## config.mk

```make
export PLATFORM = sky130hd
export DESIGN_NAME = p_beid_peripheral_id_reg_bank_flat
export DESIGN_NICKNAME = d
export VERILOG_FILES = /design/src/rtl/p_beid_peripheral_id_reg_bank_if.sv /design/src/rtl/p_beid_peripheral_id_reg_bank.sv /design/src/flat_wrapper.sv
export SDC_FILE = /design/constraint.sdc
export NUM_CORES = 1
export LEC_CHECK = 0
export BUFFER_PORTS_ARGS = -buffer_cell sky130_fd_sc_hd__buf_2
export CAP_MARGIN = 20
export CORE_AREA = 2 2 75 70
export DETAILED_ROUTE_END_ITERATION = 16
export DIE_AREA = 0 0 77 72
export GPL_ROUTABILITY_DRIVEN = 0
export PLACE_DENSITY = 0.77
export SLEW_MARGIN = 25
export SYNTH_ARGS = -nofsm -noshare
export SYNTH_HDL_FRONTEND = slang
export SYNTH_SLANG_ARGS = --single-unit
export TNS_END_PERCENT = 1
```

## constraint.sdc

```tcl
create_clock -name clk -period 2.7 [get_ports clk]
set_clock_uncertainty 0.15 [all_clocks]
set_input_delay 0.405 -clock clk [delete_from_list [all_inputs] [get_ports clk]]
set_output_delay 0.405 -clock clk [all_outputs]
set_load 0.01 [all_outputs]
```

## src/rtl/p_beid_peripheral_id_reg_bank_if.sv

```systemverilog
// Access port of the peripheral ID register bank: override writes, registered reads and error pulse.
// The master drives the strobes. The slave returns read data, read valid and the error pulse; there is no backpressure.
interface p_beid_peripheral_id_reg_bank_if #(
    parameter int WIDTH  = 8,
    parameter int ADDR_W = 2
) ();
    logic              wr_en;
    logic [ADDR_W-1:0] wr_addr;
    logic [WIDTH-1:0]  wr_data;
    logic              rd_en;
    logic [ADDR_W-1:0] rd_addr;
    logic [WIDTH-1:0]  rd_data;
    logic              rd_valid;
    logic              err_o;

    modport master (
        output wr_en, wr_addr, wr_data, rd_en, rd_addr,
        input  rd_data, rd_valid, err_o
    );

    modport slave (
        input  wr_en, wr_addr, wr_data, rd_en, rd_addr,
        output rd_data, rd_valid, err_o
    );
endinterface

```

## src/rtl/p_beid_peripheral_id_reg_bank.sv

```systemverilog
// Bank of ID/revision flops: captures tie-offs once after reset, allows overrides until lock. Reads have 1-cycle latency.
// Writes commit on the strobe edge. There is no backpressure: every strobe is served or rejected with a one-cycle err_o pulse.
module p_beid_peripheral_id_reg_bank #(
    parameter int NUM_REGS = 4,
    parameter int WIDTH    = 8,
    parameter int ADDR_W   = 2
) (
    input  logic                      clk,
    input  logic                      reset_n,
    input  logic [NUM_REGS*WIDTH-1:0] static_i,
    input  logic                      lock_i,
    p_beid_peripheral_id_reg_bank_if.slave bus,
    output logic [NUM_REGS*WIDTH-1:0] static_o,
    output logic                      locked_o
);

    typedef enum logic [1:0] {
        ST_CAPTURE = 2'd0,
        ST_RUN     = 2'd1,
        ST_LOCKED  = 2'd2
    } state_t;

    state_t           state;
    state_t           state_nxt;
    logic             capture;
    logic             wr_allowed;
    logic             wr_in_range;
    logic             rd_in_range;
    logic             wr_hit;
    logic             wr_rej;
    logic             rd_rej;
    logic [WIDTH-1:0] rd_mux;
    logic [WIDTH-1:0] regs [NUM_REGS];

    always_ff @(posedge clk) begin
        if (!reset_n) begin
            state <= ST_CAPTURE;
        end else begin
            state <= state_nxt;
        end
    end

    always_comb begin
        state_nxt = state;
        case (state)
            ST_CAPTURE: state_nxt = ST_RUN;
            ST_RUN:     state_nxt = lock_i ? ST_LOCKED : ST_RUN;
            ST_LOCKED:  state_nxt = ST_LOCKED;
            default:    state_nxt = ST_CAPTURE;
        endcase
    end

    always_comb begin
        capture    = 1'b0;
        wr_allowed = 1'b0;
        locked_o   = 1'b0;
        case (state)
            ST_CAPTURE: capture    = 1'b1;
            ST_RUN:     wr_allowed = 1'b1;
            ST_LOCKED:  locked_o   = 1'b1;
            default:    capture    = 1'b0;
        endcase
    end

    // Index widths may exceed the bank size, so out-of-range indices are rejected rather than aliased.
    assign wr_in_range = int'(bus.wr_addr) < NUM_REGS;
    assign rd_in_range = int'(bus.rd_addr) < NUM_REGS;
    assign wr_hit      = bus.wr_en & wr_allowed & wr_in_range;
    assign wr_rej      = bus.wr_en & ~wr_hit;
    assign rd_rej      = bus.rd_en & ~rd_in_range;

    always_comb begin
        rd_mux = '0;
        for (int k = 0; k < NUM_REGS; k++) begin
            if (bus.rd_addr == ADDR_W'(k)) begin
                rd_mux = regs[k];
            end
        end
    end

    always_ff @(posedge clk) begin
        if (!reset_n) begin
            for (int k = 0; k < NUM_REGS; k++) begin
                regs[k] <= '0;
            end
        end else if (capture) begin
            for (int k = 0; k < NUM_REGS; k++) begin
                regs[k] <= static_i[k*WIDTH +: WIDTH];
            end
        end else if (wr_hit) begin
            for (int k = 0; k < NUM_REGS; k++) begin
                if (bus.wr_addr == ADDR_W'(k)) begin
                    regs[k] <= bus.wr_data;
                end
            end
        end
    end

    // rd_mux samples the pre-edge contents, so a same-cycle write to the read index returns the old value.
    always_ff @(posedge clk) begin
        if (!reset_n) begin
            bus.rd_valid <= 1'b0;
            bus.rd_data  <= '0;
            bus.err_o    <= 1'b0;
        end else begin
            bus.rd_valid <= bus.rd_en;
            if (bus.rd_en) begin
                bus.rd_data <= rd_in_range ? rd_mux : '0;
            end
            bus.err_o <= wr_rej | rd_rej;
        end
    end

    for (genvar g = 0; g < NUM_REGS; g++) begin : g_pack
        assign static_o[g*WIDTH +: WIDTH] = regs[g];
    end

endmodule

```

## src/flat_wrapper.sv

```systemverilog
// flat-port wrapper written by rule: the top's interface ports become plain ports
module p_beid_peripheral_id_reg_bank_flat 
#(
    parameter int NUM_REGS = 4,
    parameter int WIDTH    = 8,
    parameter int ADDR_W   = 2
)
  (clk, reset_n, static_i, lock_i, static_o, locked_o, bus_wr_en, bus_wr_addr, bus_wr_data, bus_rd_en, bus_rd_addr, bus_rd_data, bus_rd_valid, bus_err_o);
  p_beid_peripheral_id_reg_bank_if #(.WIDTH(WIDTH), .ADDR_W(ADDR_W)) bus_i ();
  input  logic clk;
  input  logic reset_n;
  input  logic [NUM_REGS*WIDTH-1:0] static_i;
  input  logic lock_i;
  output logic [NUM_REGS*WIDTH-1:0] static_o;
  output logic locked_o;
  input wire logic [$bits(bus_i.wr_en)-1:0] bus_wr_en;
  input wire logic [$bits(bus_i.wr_addr)-1:0] bus_wr_addr;
  input wire logic [$bits(bus_i.wr_data)-1:0] bus_wr_data;
  input wire logic [$bits(bus_i.rd_en)-1:0] bus_rd_en;
  input wire logic [$bits(bus_i.rd_addr)-1:0] bus_rd_addr;
  output wire logic [$bits(bus_i.rd_data)-1:0] bus_rd_data;
  output wire logic [$bits(bus_i.rd_valid)-1:0] bus_rd_valid;
  output wire logic [$bits(bus_i.err_o)-1:0] bus_err_o;
  assign bus_i.wr_en = bus_wr_en;
  assign bus_i.wr_addr = bus_wr_addr;
  assign bus_i.wr_data = bus_wr_data;
  assign bus_i.rd_en = bus_rd_en;
  assign bus_i.rd_addr = bus_rd_addr;
  assign bus_rd_data = bus_i.rd_data;
  assign bus_rd_valid = bus_i.rd_valid;
  assign bus_err_o = bus_i.err_o;
  p_beid_peripheral_id_reg_bank #(.NUM_REGS(NUM_REGS), .WIDTH(WIDTH), .ADDR_W(ADDR_W)) u_core (.clk(clk), .reset_n(reset_n), .static_i(static_i), .lock_i(lock_i), .bus(bus_i), .static_o(static_o), .locked_o(locked_o));
endmodule
```

# After elaboration in Yosys (flattened, before gate mapping)
# Memories as Yosys holds them, arrays and structs flattened.
# Cells that the tools add are included.
# totals
output_inout_bits	43
ramBits	32
register_bits	12
n_memories	1
word_cells	68
in_bits	49
# mem_list
name	words	width	read_ports	rd_clocked_by_memory_dff	write_ports	line	rtl
u_core.regs	4	8	4	0	4	p_beid_peripheral_id_reg_bank.sv:33	logic [WIDTH-1:0] regs [NUM_REGS];
# classes
n_eq_ne	8
bitwise_logic	11
n_reduce_logical	3
n_mux	41
# op_table
op	n
two-way mux 8 bit	12
two-way mux 1 bit	27
== test 2 bit (second input constant)	5
bitwise OR 1 bit	8
== test 2 x 1 -> 1 bit (second input constant)	3
logical NOT 2 bit	3
one-hot mux 2 bit (3 select lines)	1
bitwise AND 1 bit	2
two-way mux 2 bit	1
NOT 1 bit	1

# Depth between registers and ports, before layout
# Gate-level depths: netlist (run 1).
# logic_depth
word_depth	8
depth_mapped	6
ltp_nobuf	3

# Least setup slack after synthesis (run 1)
# Ideal clock, no wire load.
# synth_path
path_kind	input -> register
from	in reset_n
to	mem u_core.regs[1][0], enable pin
t_required_ns	2.166
path_slack_ns	0.797
arrival_ns	1.368
path_buffers	1
cell_stages	3
path_cell_list	buf_6 > nand4b_2 > o21ai_0
# synth_rtl
item	line	rtl
from (decl)	flat_wrapper.sv:11	input logic reset_n;
to (decl)	p_beid_peripheral_id_reg_bank.sv:33	

==> results.txt, run 1 <==
- Detailed routing inserted a total of around 1800 vias.
- Die extent in x: approximately 77 um
- Count of hold-fix buffers inserted at cts: 0
- Delay of the slowest critical-path stage: around 0.53 ns
- The synthesized design contains 32 enable-type register cells.
- RSZ-0062 raised after global routing: no
- Number of buffers on the longest clock path: 2
- Of the total power, the clock network draws 0.294.
* Antenna cell count: 0
- Of the synthesized area, sequential elements account for 0.5436.
- The library cells used most frequently in the layout, excluding fill and tap cells, are buf_2 (91), edfxtp_1 (32), nand2_1 (18), nand3_1 (16), dfxtp_1 (12).
- Type of destination of the critical path: register
- The initial utilization of the core area, before any placement, comes to 0.4657.
* Number of iterations in the first detailed-routing pass: 4
* DRC violation total after the first TritonRoute iteration: 210
- Post-synthesis compound-gate area fraction: 0.1795
- Worst slew margin: 0.5473
- Sequential cell area: 1201 sq um
* Total Negative Setup Slacks: 0 ns
- After clock tree synthesis, the repair step resized 0 gates.
- The share of total power dissipated in sequential elements is 0.505.
- For this run, the post-layout net count is 313.
* Max-cap check violation count: 0
- Maximum number of pins on one net before global-route repair: 18
- Gate count of the mapped netlist: approximately 180
- Cell Pwr Density: approximately 600 nW/um^2
- The final hold violation count came to 0.
- In the global route stage, met3 resource usage came out at 0.05970.
- Antenna violations before repair: 0
- Simple-gate share of the synthesized area: 0.1421
- The filler cells instantiated in the layout total 440.
- IR Drop Worst-Case VDD: roughly 0.32 mV
- In the synthesized netlist the async set-or-reset flop fraction comes to 0.
- Critical-path top delay cell: dfxtp_1
- Clock root buffer: clkbuf_8
- For this run, global-route usage on met2 was measured as 0.3441.
* Area growth from synthesis to layout: 27.01%
- Along the worst path, the maximum fanout reaches 9.
- In this run the remaining antenna-violating nets after routing total 0.
- At the pin with the least slew margin, the transition time is slightly below 0.7 ns.
- After synthesis, the largest family of logic cells by area is compound AO/OA/AOI/OAI gates.
- Critical Path Start Type: register
- In this run the worst hold path is classified as primary input to register.
- Vias in the first global route: about 1800
- The first global-routing pass estimated between 8000 and 9000 um of wire.
- Register clock-pin slew on the reported worst setup and hold paths: approximately 0.08 ns
- Period utilization: 0.8029
- Number of I/O pins: a little over 90
* TritonCTS Buffers: 5
- The total overflow left after global routing is 0.
* Critical Path, Cell by Cell: and4b_1, and3_4, nand2b_1
- At the worst endpoint, the required time is between 2 and 3 ns.
* Clock insertion delay at the later pin of the skew report: roughly 0.3 ns
- Dividing the synthesized area by the synthesized cell count gives approximately 13 sq um.
* Number of unique standard cell types used by synthesis: 33
* Final wirelength: 5848 um
* Highest-utilization routing layer at the global route stage: met2
- The number of nets in the synthesized netlist is approximately 220.
* Final Slew Violations: 0
- TritonCTS built the clock tree.
* WS Path Type: register to register
- Buffers inserted during post-CTS setup optimization: 0
* Register bit total from synthesis: 44
* Placement row count: 24
- Dividing the detail-routed wire length by the instance count gives 17.72 um.
- During synthesis, Yosys emitted a total of 0 warnings.
- Result of the run: completed
* Internal power: 0.001228 W
* Mux cell area share after synthesis: 0.08154
- Power comes to approximately 0.0017 W.
- Summed over all nets, the switching power comes to 0.0004540 W.
* Depth of the CTS H-tree: 2
* Timing-limited maximum frequency: 0.4613 GHz
- Counting I/O delays and the setup requirement, the final critical path takes between 2 and 2.5 ns.
- Arrival @ worst endpoint: about 2.0 ns
- Routed via count divided by cell count: ~5.6
* Setup-violating endpoint count in the final report: 0
- The synthesized netlist occupies a cell area of between 2000 and 2500 sq um.
* Prevailing post-synth register cell: edfxtp_1
- Core outline area: between 4000 and 5000 sq um
- Total Die Area: 5544 sq um
* Total number of clock tree sinks: 44
- Adder-cell area share of the yosys netlist: 0
- Area occupied by multi-input gates: around 900 sq um
* GRT Total Usage: 0.2149
- Of the cells placed in the final design, the portion with a size suffix greater than 1 is 0.4566.
* Fraction of synthesized cell area in xor and xnor cells: 0.003964
- Switching power as a share of total power: 0.2700
* Relative contribution of combinational cells to total power: 0.201
- Leakage: around 1.2 nW
* Detail Placement HPWL: ~4300 um
* Die Span Y: approximately 70 um
* GR Util met1: 0.2850
- Total DRC errors in the routed layout: 0
- The library cell used most frequently in the layout, excluding fill and tap cells, is buf_2.
- IO Port Bufs: 91
[flip-flops by register name, indices dropped and copies added, names as in the netlist]
name / count
u_core.bus.err_o: 1
u_core.bus.rd_data: 8
u_core.bus.rd_valid: 1
u_core.regs: 32
u_core.state: 2
[per-layer routing]
| layer | up-vias | routed length (um) |
|---|---|---|
| met5 | - | 0 |
| met4 | 0 | 95 |
| met3 | 9 | 709 |
| met2 | 101 | 2757 |
| met1 | 869 | 2286 |
| li1 | 868 | - |
[cell usage after synthesis (4+ instances only)]
library cell | instances | area [sq um]
a211oi_1 | 6 | 45.04
a22o_1 | 8 | 70.07
a32o_1 | 8 | 80.08
buf_6 | 4 | 45.04
clkbuf_1 | 5 | 18.77
dfxtp_1 | 12 | 240.2
edfxtp_1 | 32 | 960.9
mux4_2 | 8 | 180.2
nand2_1 | 18 | 67.56
nand2b_1 | 4 | 25.02
nand3_1 | 16 | 80.08
nand3b_1 | 8 | 60.06
o21ai_0 | 10 | 50.05
o2bb2ai_1 | 8 | 70.07
[cell families (layout without fill, tap and decap cells)]
| logic type | after synthesis | in the layout |
|---|---|---|
| DFF | 44 | 44 |
| AOI/OAI and AO/OA | 49 | 49 |
| buffers and inverters | 17 | 107 |
| xor gates and xnor gates | 1 | 1 |
| and+or+nand+nor | 56 | 56 |
| muxes | 8 | 8 |
[per-stage QoR]
| stage | util | setup slack [ns] | cell area, sq um | hold slack (ns) | std cells |
|---|---|---|---|---|---|
| detailed placement | 0.5670 | 0.4123 | 2690 | 0.3067 | 322 |
| global placement | 0.5670 | 0.4899 | 2690 | 0.3036 | 322 |
| CTS | 0.5915 | 0.5718 | 2806 | 0.1347 | 330 |
| floorplan | - | 0.7975 | 2210 | 0.3403 | 175 |
| global route | 0.5915 | 0.4521 | 2806 | 0.1523 | 330 |
| finish | 0.5915 | 0.5322 | 2806 | 0.1397 | 330 |
[power by group through the flow]
| stage | Combinational [W] | Clock [W] | Sequential (W) |
|---|---|---|---|
| floorplan | 0.000158 | 0 | 0.000893 |
| global placement | 0.000332 | 0 | 0.000866 |
| detailed placement | 0.000337 | 0 | 0.000865 |
| CTS | 0.000338 | 0.000504 | 0.000850 |
| global route | 0.000364 | 0.000531 | 0.000860 |
| finish | 0.000338 | 0.000494 | 0.000849 |
[final timing paths]
kind | startpoint | end | slack [ns] | cells past startpoint
setup reg to reg | u_core.state[0] | u_core.regs[3][5] | 0.53 | 3
hold / removal | lock_i | u_core.state[0] | 0.14 | 2
setup / recovery | u_core.state[0] | u_core.regs[3][5] | 0.53 | 3
hold reg to reg | u_core.bus.rd_data[3] | u_core.bus.rd_data[3] | 0.32 | 2
[area by class of cell]
type | instances | area share
sequential | 44 | 0.4280
multi-input combinational | 114 | 0.3206
timing repair buffer | 97 | 0.1783
clock buffer | 7 | 0.03834
tap | 65 | 0.02898
clock inverter | 1 | 0.003121
inverter | 2 | 0.002675
[worst max-delay path, delay by kind of cell (launching register included)]
kind	cells	cell delay (ns)
DFF	1	0.53
and+or+nand+nor	3	1.14
No activity file was read; power rests on OpenSTA's default activity.
==> inputs of run 2 (changes only) <==
- CORE_AREA: 2 2 75 70 -> 2 2 79 74
- DIE_AREA: 0 0 77 72 -> 0 0 81 76
- PLACE_DENSITY: 0.77 -> 0.73
- clock period: 2.7 -> 1.97 ns (I/O delays scaled with it)
==> run 2 against run 1 <==
Effect of this change:
- clock power is 19% higher
- critical path depth did not move
- fmax rose by 17%
- first-iteration DRC count is 36% lower
- utilization shrank 6.4 points
- combinational power up 43%
- power grew 33%
- sequential cell count stayed put
- sequential power up 37%
- largest cell class unchanged
- largest power group unchanged
==> results.txt, run 2 (synthesized netlist as in run 1, its figures left out) <==
* Core outline area: 5400 sq um (+14%)
- Arrival @ worst endpoint: 1.65 ns (-0.33 ns)
- Min Tclk post-route: 1.846 ns (-0.3215 ns)
- Area growth from synthesis to layout: 28.99%
- The standard-cell row count was 26 (+8.3%).
- Timing-limited maximum frequency: 0.5416 GHz (+17%)
- The number of antenna repair diodes came to 0 (unchanged).
* Register clock-pin slew on the reported worst setup and hold paths: 0.08 ns (about the same)
* Number of buffers on the longest clock path: 2 (unchanged)
- Depth of the CTS H-tree: 2 (unchanged)
- The leftover overflow at the end of global routing was 0 (unchanged).
- Routed Antenna Nets: 0 (unchanged)
* Critical Path Start Type: register
* DRC violation total after the first TritonRoute iteration: 135 (-36%)
* Largest reg by FF count: u_core.regs
- Global-route wire length before repair: 9370 um (+5.6%)
- The number of pins exceeding their max-slew limit in the final report came to 0 (unchanged).
- Critical Path Fanout Max: 9 (unchanged)
- The width of the chip came to 81 um (+5.2%).
* Registers with the most flip-flops: u_core.regs: 32 flops, u_core.bus.rd_data: 8 flops, u_core.state: 2 flops
- The initial core utilization came to 0.4092 (-0.05654).
- Class of the worst hold path: primary input to register
* TritonCTS Buffers: 5 (unchanged)
* Period utilization: 0.9372 (+0.1343)
- Detailed-route wire length per cell: 17.89 um (+0.95%)
- Number of I/O pins: 92 (unchanged)
- The setup fix buffers added after clock tree synthesis was 0 (unchanged).
- The slew of the pin with the lowest slew margin came to 0.7236 ns (+0.04524 ns).
- Result of the run: completed
- The number of iterations in the first detailed-routing pass came to 4 (unchanged).
- Final wirelength: 6136 um (+4.9%)
- RSZ-0062 raised after global routing: no
- Cell Pwr Density: 785.2 nW/um^2 (+31%)
- The max capacitance violation total was 0 (unchanged).
- By startpoint and endpoint, the worst setup path is classified as register to register.
- Vias in the first global route: 1890 (+7.9%)
- Routed via count divided by cell count: 5.563 (-0.61%)
* Final number of hold-violating endpoints: 0 (unchanged)
- The number of antenna violations at the first check in global routing is 0 (unchanged).
* Required time of the critical path: 1.78 ns (-0.73 ns)
* GRT Total Usage: 0.2022 (-0.01269)
- Leaving out fill and tap cells, the most frequent cells in the layout are buf_2 (91), edfxtp_1 (32), nand2_1 (18), nand3_1 (16), buf_4 (14).
- The clock insertion delay at the later pin of the skew report came to 0.30 ns (about the same).
- The worst-case setup margin in the final layout was 0.1237 ns (-0.4085 ns).
- Total DRC errors in the routed layout: 0 (unchanged)
- IO Port Bufs: 91 (unchanged)
- Total number of clock tree sinks: 44 (unchanged)
- Maximum number of pins on one net before global-route repair: 17 (-1)
- The vias after detailed routing is 1908 (+3.3%).
- The library cell used most frequently in the layout, excluding fill and tap cells, is buf_2.
- Total Negative Setup Slacks: 0 ns (unchanged)
- The total half-perimeter wirelength after legalization and detailed placement was 4665 um (+7.8%).
- PostCTS Resize Cnt: 0 (unchanged)
- The flip-flop count of the largest register after layout was 32 (unchanged).
- Clock root buffer: clkbuf_8
- The die extent in y came to 76 um (+5.6%).
- Number of nets in the layout: 321 (+2.6%)
- IR Drop Worst-Case VDD: 0.3460 mV (+7.2%)
- Clock tree from TritonCTS: yes
* Setup-violating endpoint count in the final report: 0 (unchanged)
* Type of destination of the critical path: register
- Count of hold-fix buffers inserted at cts: 0 (unchanged)
* Leakage: 1.246 nW (+1.8%)
* Post-placement setup slack: 0.1127 ns (-0.2995 ns)
* Share of cells above drive strength 1: 0.4689 (+0.01226)
- The tightest slew margin relative to the limit is 0.5171 (-0.03019).
- The area enclosed by the die boundary was 6156 sq um (+11%).
[run 2: cell count changes in the layout (fill, tap and decap cells not counted)]
| cell | before | now |
|---|---|---|
| clkinv_4 | 1 | 0 |
| clkbuf_1 | 0 | 1 |
| buf_4 | 6 | 14 |
| clkinvlp_4 | 0 | 1 |
| clkbuf_16 | 1 | 0 |
[run 2: area by class of cell]
type | count | area, sq um
repair buffers | 105 | 560.5
multi-input cells | 114 | 899.6
inverters | 2 | 7.507
fillers | 517 | 2550
clock inverters | 1 | 7.507
well taps | 70 | 87.58
flip-flops and latches | 44 | 1201
clock buffers | 7 | 86.33
[run 2: through the flow]
step | cell area (sq um) | total power (W) | utilization | cells | hold slack (ns)
2_1_floorplan | 2210 | 0.001441 | - | 175 | 0.2414
6_report | 2850 | 0.002238 | 0.5278 | 343 | 0.04279
4_1_cts | 2850 | 0.002246 | 0.5278 | 343 | 0.03746
3_3_place_gp | 2756 | 0.001659 | 0.5104 | 335 | 0.3029
3_5_place_dp | 2756 | 0.001669 | 0.5104 | 335 | 0.3078
5_1_grt | 2850 | 0.002340 | 0.5278 | 343 | 0.03430
[run 2: per-layer routing]
metal / track usage / part of all wire / up-vias
met4: 0.07119 / 0.014 / 0
met2: 0.3231 / 0.49 / 106
met5: 0 / 0 / -
met1: 0.2512 / 0.40 / 909
li1: - / - / 881
met3: 0.07227 / 0.098 / 12
[run 2: worst max-delay path, cell delays in order, from the launching register on]
cell,delay (ns)
dfxtp_1,0.46
and4b_1,0.25
and3_4,0.27
nand2b_1,0.37
[run 2: power by group]
part	switching, W	internal, W
sequential	0.0000542	0.00111
combinational	0.000261	0.000222
clock	0.000305	0.000285
total	0.000620	0.00162
[run 2: path summary, 6_finish.rpt]
| check | start | end | slack [ns] | depth (start not counted) |
|---|---|---|---|---|
| worst max-delay path | u_core.state[0] | u_core.regs[3][4] | 0.12 | 3 |
| worst min-delay path | lock_i | u_core.state[0] | 0.04 | 2 |
| worst max register to register | u_core.state[0] | u_core.regs[3][4] | 0.12 | 3 |
| worst min register to register | u_core.bus.rd_data[4] | u_core.bus.rd_data[4] | 0.32 | 2 |
==> inputs of run 3 (changes only) <==
- CORE_AREA: 2 2 79 74 -> 5 5 82 77
- DIE_AREA: 0 0 81 76 -> 0 0 87 82
==> run 3 against run 2 <==
Effect of this change:
- power increased by 1.1%
- worst setup slack better by 0.015 ns
- hold slack worse by 0.014 ns
- non-clock buffer count up 1
- sequential cell count did not move
- register-to-register slack barely moved
==> results.txt, run 3 (synthesized netlist as in run 1, its figures left out) <==
- The worst-case setup margin in the final layout came to 0.1386 ns (+0.01490 ns).
* Max FFs per register: 32 (unchanged)
* Detailed-route wire length per cell: 18.84 um (+5.3%)
- Setup repair after global routing left no endpoint under its margin.
- The routed wire length is 6480 um (+5.6%).
- The quantity of hold-fixing buffers added after cts came to 0 (unchanged).
- Hold EP: u_core.state[0]
- The width of the chip is 87 um (+7.4%).
- Final Slew Violations: 0 (unchanged)
- The area growth from synthesis to layout is 29.44%.
- The worst register-to-register path ends at u_core.regs[1][1].
- Placement row count: 26 (unchanged)
- In this run the clock root is driven by a clkbuf_8.
- The minimum clock period after layout was 1.831 ns (-0.01490 ns).
- The H-tree level count was 2 (unchanged).
- Routed via count divided by cell count: 5.602 (+0.70%)
* Vias in the first global route: 1912 (+1.2%)
- The total half-perimeter wirelength after legalization and detailed placement came to 5016 um (+7.5%).
* Number of buffers on the longest clock path: 2 (unchanged)
- The path depth of the worst reg2reg path is 4 (+1).
* Global-route wire length before repair: 9791 um (+4.5%)
* Type of destination of the critical path: register
- TritonCTS Buffers: 5 (unchanged)
- The clock insertion delay at the later pin of the skew report came to 0.29 ns (about the same).
* Required time of the critical path: 1.83 ns (+0.05 ns)
- The count of nets left with antenna violations after detail routing was 0 (unchanged).
- Number of iterations in the first detailed-routing pass: 4 (unchanged)
- The number of buffers added on ports is 91 (unchanged).
- The final routed DRC violation total is 0 (unchanged).
* Die Span Y: 82 um (+7.9%)
* Worst slew margin: 0.5190 (+0.001979)
- Class of the worst hold path: primary input to register
- The area enclosed by the die boundary came to 7134 sq um (+16%).
- The total I/O pin count came to 92 (unchanged).
- Max-cap check violation count: 0 (unchanged)
- Total number of clock tree sinks: 44 (unchanged)
- The slew of the pin with the lowest slew margin is 0.7207 ns (-0.002965 ns).
- The number of cells upsized or downsized after cts came to 0 (unchanged).
- Hold Crit Start: lock_i
* Most used cells in the layout excluding fill and tap cells: buf_2 (91), edfxtp_1 (32), nand2_1 (18), nand3_1 (16), buf_4 (15)
* Initial cell density of the core: 0.4067 (-0.002450)
- The vias after detailed routing is 1927 (+1.0%).
* Post-Route Utilization: 0.5265 (-0.001319)
* Share of cells above drive strength 1: 0.4745 (+0.005588)
- The setup TNS after final layout is 0 ns (unchanged).
* Overall Power: 0.002263 W (+1.1%)
* Flop-to-flop setup slack: 0.14 ns (about the same)
* Register clock-pin slew on the reported worst setup and hold paths: 0.09 ns (about the same)
- IR Drop Worst-Case VDD: 0.3458 mV (about the same)
- Cell Pwr Density: 791.1 nW/um^2 (+0.76%)
* Remaining global-route overflow: 0 (unchanged)
* Result of the run: completed
- Final number of hold-violating endpoints: 0 (unchanged)
* Worst reg2reg path startpoint: u_core.state[1]
- TritonCTS built the clock tree.
- Number of stages on the worst hold path: 2 (unchanged)
- Leading cell type in the layout, fill and taps excluded: buf_2
- In this run the worst setup path begins at u_core.state[1].
* Instance count after placement with tap cells included: 336 (+0.30%)
* Timing-limited maximum frequency: 0.5460 GHz (+0.81%)
- The leakage component of the power came to 1.254 nW (+0.65%).
* Fin cells: 344 (+0.29%)
- The largest fanout of any net on the critical path was 7 (-2).
- The number of antenna repair diodes came to 0 (unchanged).
- The final net count was 322 (+0.31%).
* Post-placement setup slack: 0.1059 ns (-0.006839 ns)
* Registers with the most flip-flops: u_core.regs: 32 flops, u_core.bus.rd_data: 8 flops, u_core.state: 2 flops
- The count of endpoints failing setup in the final report came to 0 (unchanged).
- The worst setup path is launched from a register.
- The number of antenna violations at the first check in global routing was 0 (unchanged).
* Arrival @ worst endpoint: 1.70 ns (+0.05 ns)
- Core outline area: 5433 sq um (+0.60%)
* GRT Total Usage: 0.1844 (-0.01783)
- The setup fix buffers added after clock tree synthesis was 0 (unchanged).
- WS Path Type: register to register
* Period utilization: 0.9296 (-0.007565)
- DRC violation total after the first TritonRoute iteration: 257 (+90%)
* Largest reg by FF count: u_core.regs
* Maximum number of pins on one net before global-route repair: 17 (unchanged)
run 3: changes by cell type in the layout (fill, tap and decap cells not counted):
| cell | previous run | this run |
|---|---|---|
| buf_4 | 14 | 15 |
| inv_4 | 0 | 1 |
| clkbuf_1 | 1 | 0 |
run 3: how the worst max path moves through the flow:
stage                              endpoint  slack, ns  depth (start not counted)
after detailed placement  u_core.regs[3][2]       0.11                          4
final                     u_core.regs[1][1]       0.14                          4
after global placement    u_core.regs[3][2]       0.16                          4
after global routing      u_core.regs[1][1]       0.07                          4
after floorplan           u_core.regs[1][0]       0.13                          3
after CTS                 u_core.regs[1][1]       0.16                          4
run 3: cell type report:
type                    count  area (sq um)
fillers                   467          2572
flip-flops and latches     44          1201
multi-input cells         114         899.6
repair buffers            106         568.0
well taps                  70         87.58
clock buffers               6         82.58
clock inverters             2         13.76
inverters                   2         7.507
run 3: per-stage QoR:
step	area, sq um	hold WS, ns
6_report	2860	0.02909
3_3_place_gp	2764	0.3023
5_1_grt	2860	0.03572
4_1_cts	2860	0.02569
3_5_place_dp	2764	0.3083
2_1_floorplan	2210	0.2414
run 3: critical path, stage by stage, from the launching register on:
cell,delay (ns)
dfxtp_1,0.37
nand4b_2,0.32
buf_4,0.21
o21ai_0,0.28
buf_4,0.22
run 3: report_power, final:
part	internal (W)	switching [W]
clock network	0.000285	0.000323
logic	0.000224	0.000265
registers	0.00111	0.0000554
run 3: layer usage:
metal	routed length (um)	vias to the layer above	part of all wire	global-route usage
met2	3087	110	0.48	0.2944
met1	2609	921	0.40	0.2405
met4	136	0	0.021	0.07632
li1	-	883	-	-
met5	0	-	0	0
met3	647	13	0.10	0.04413
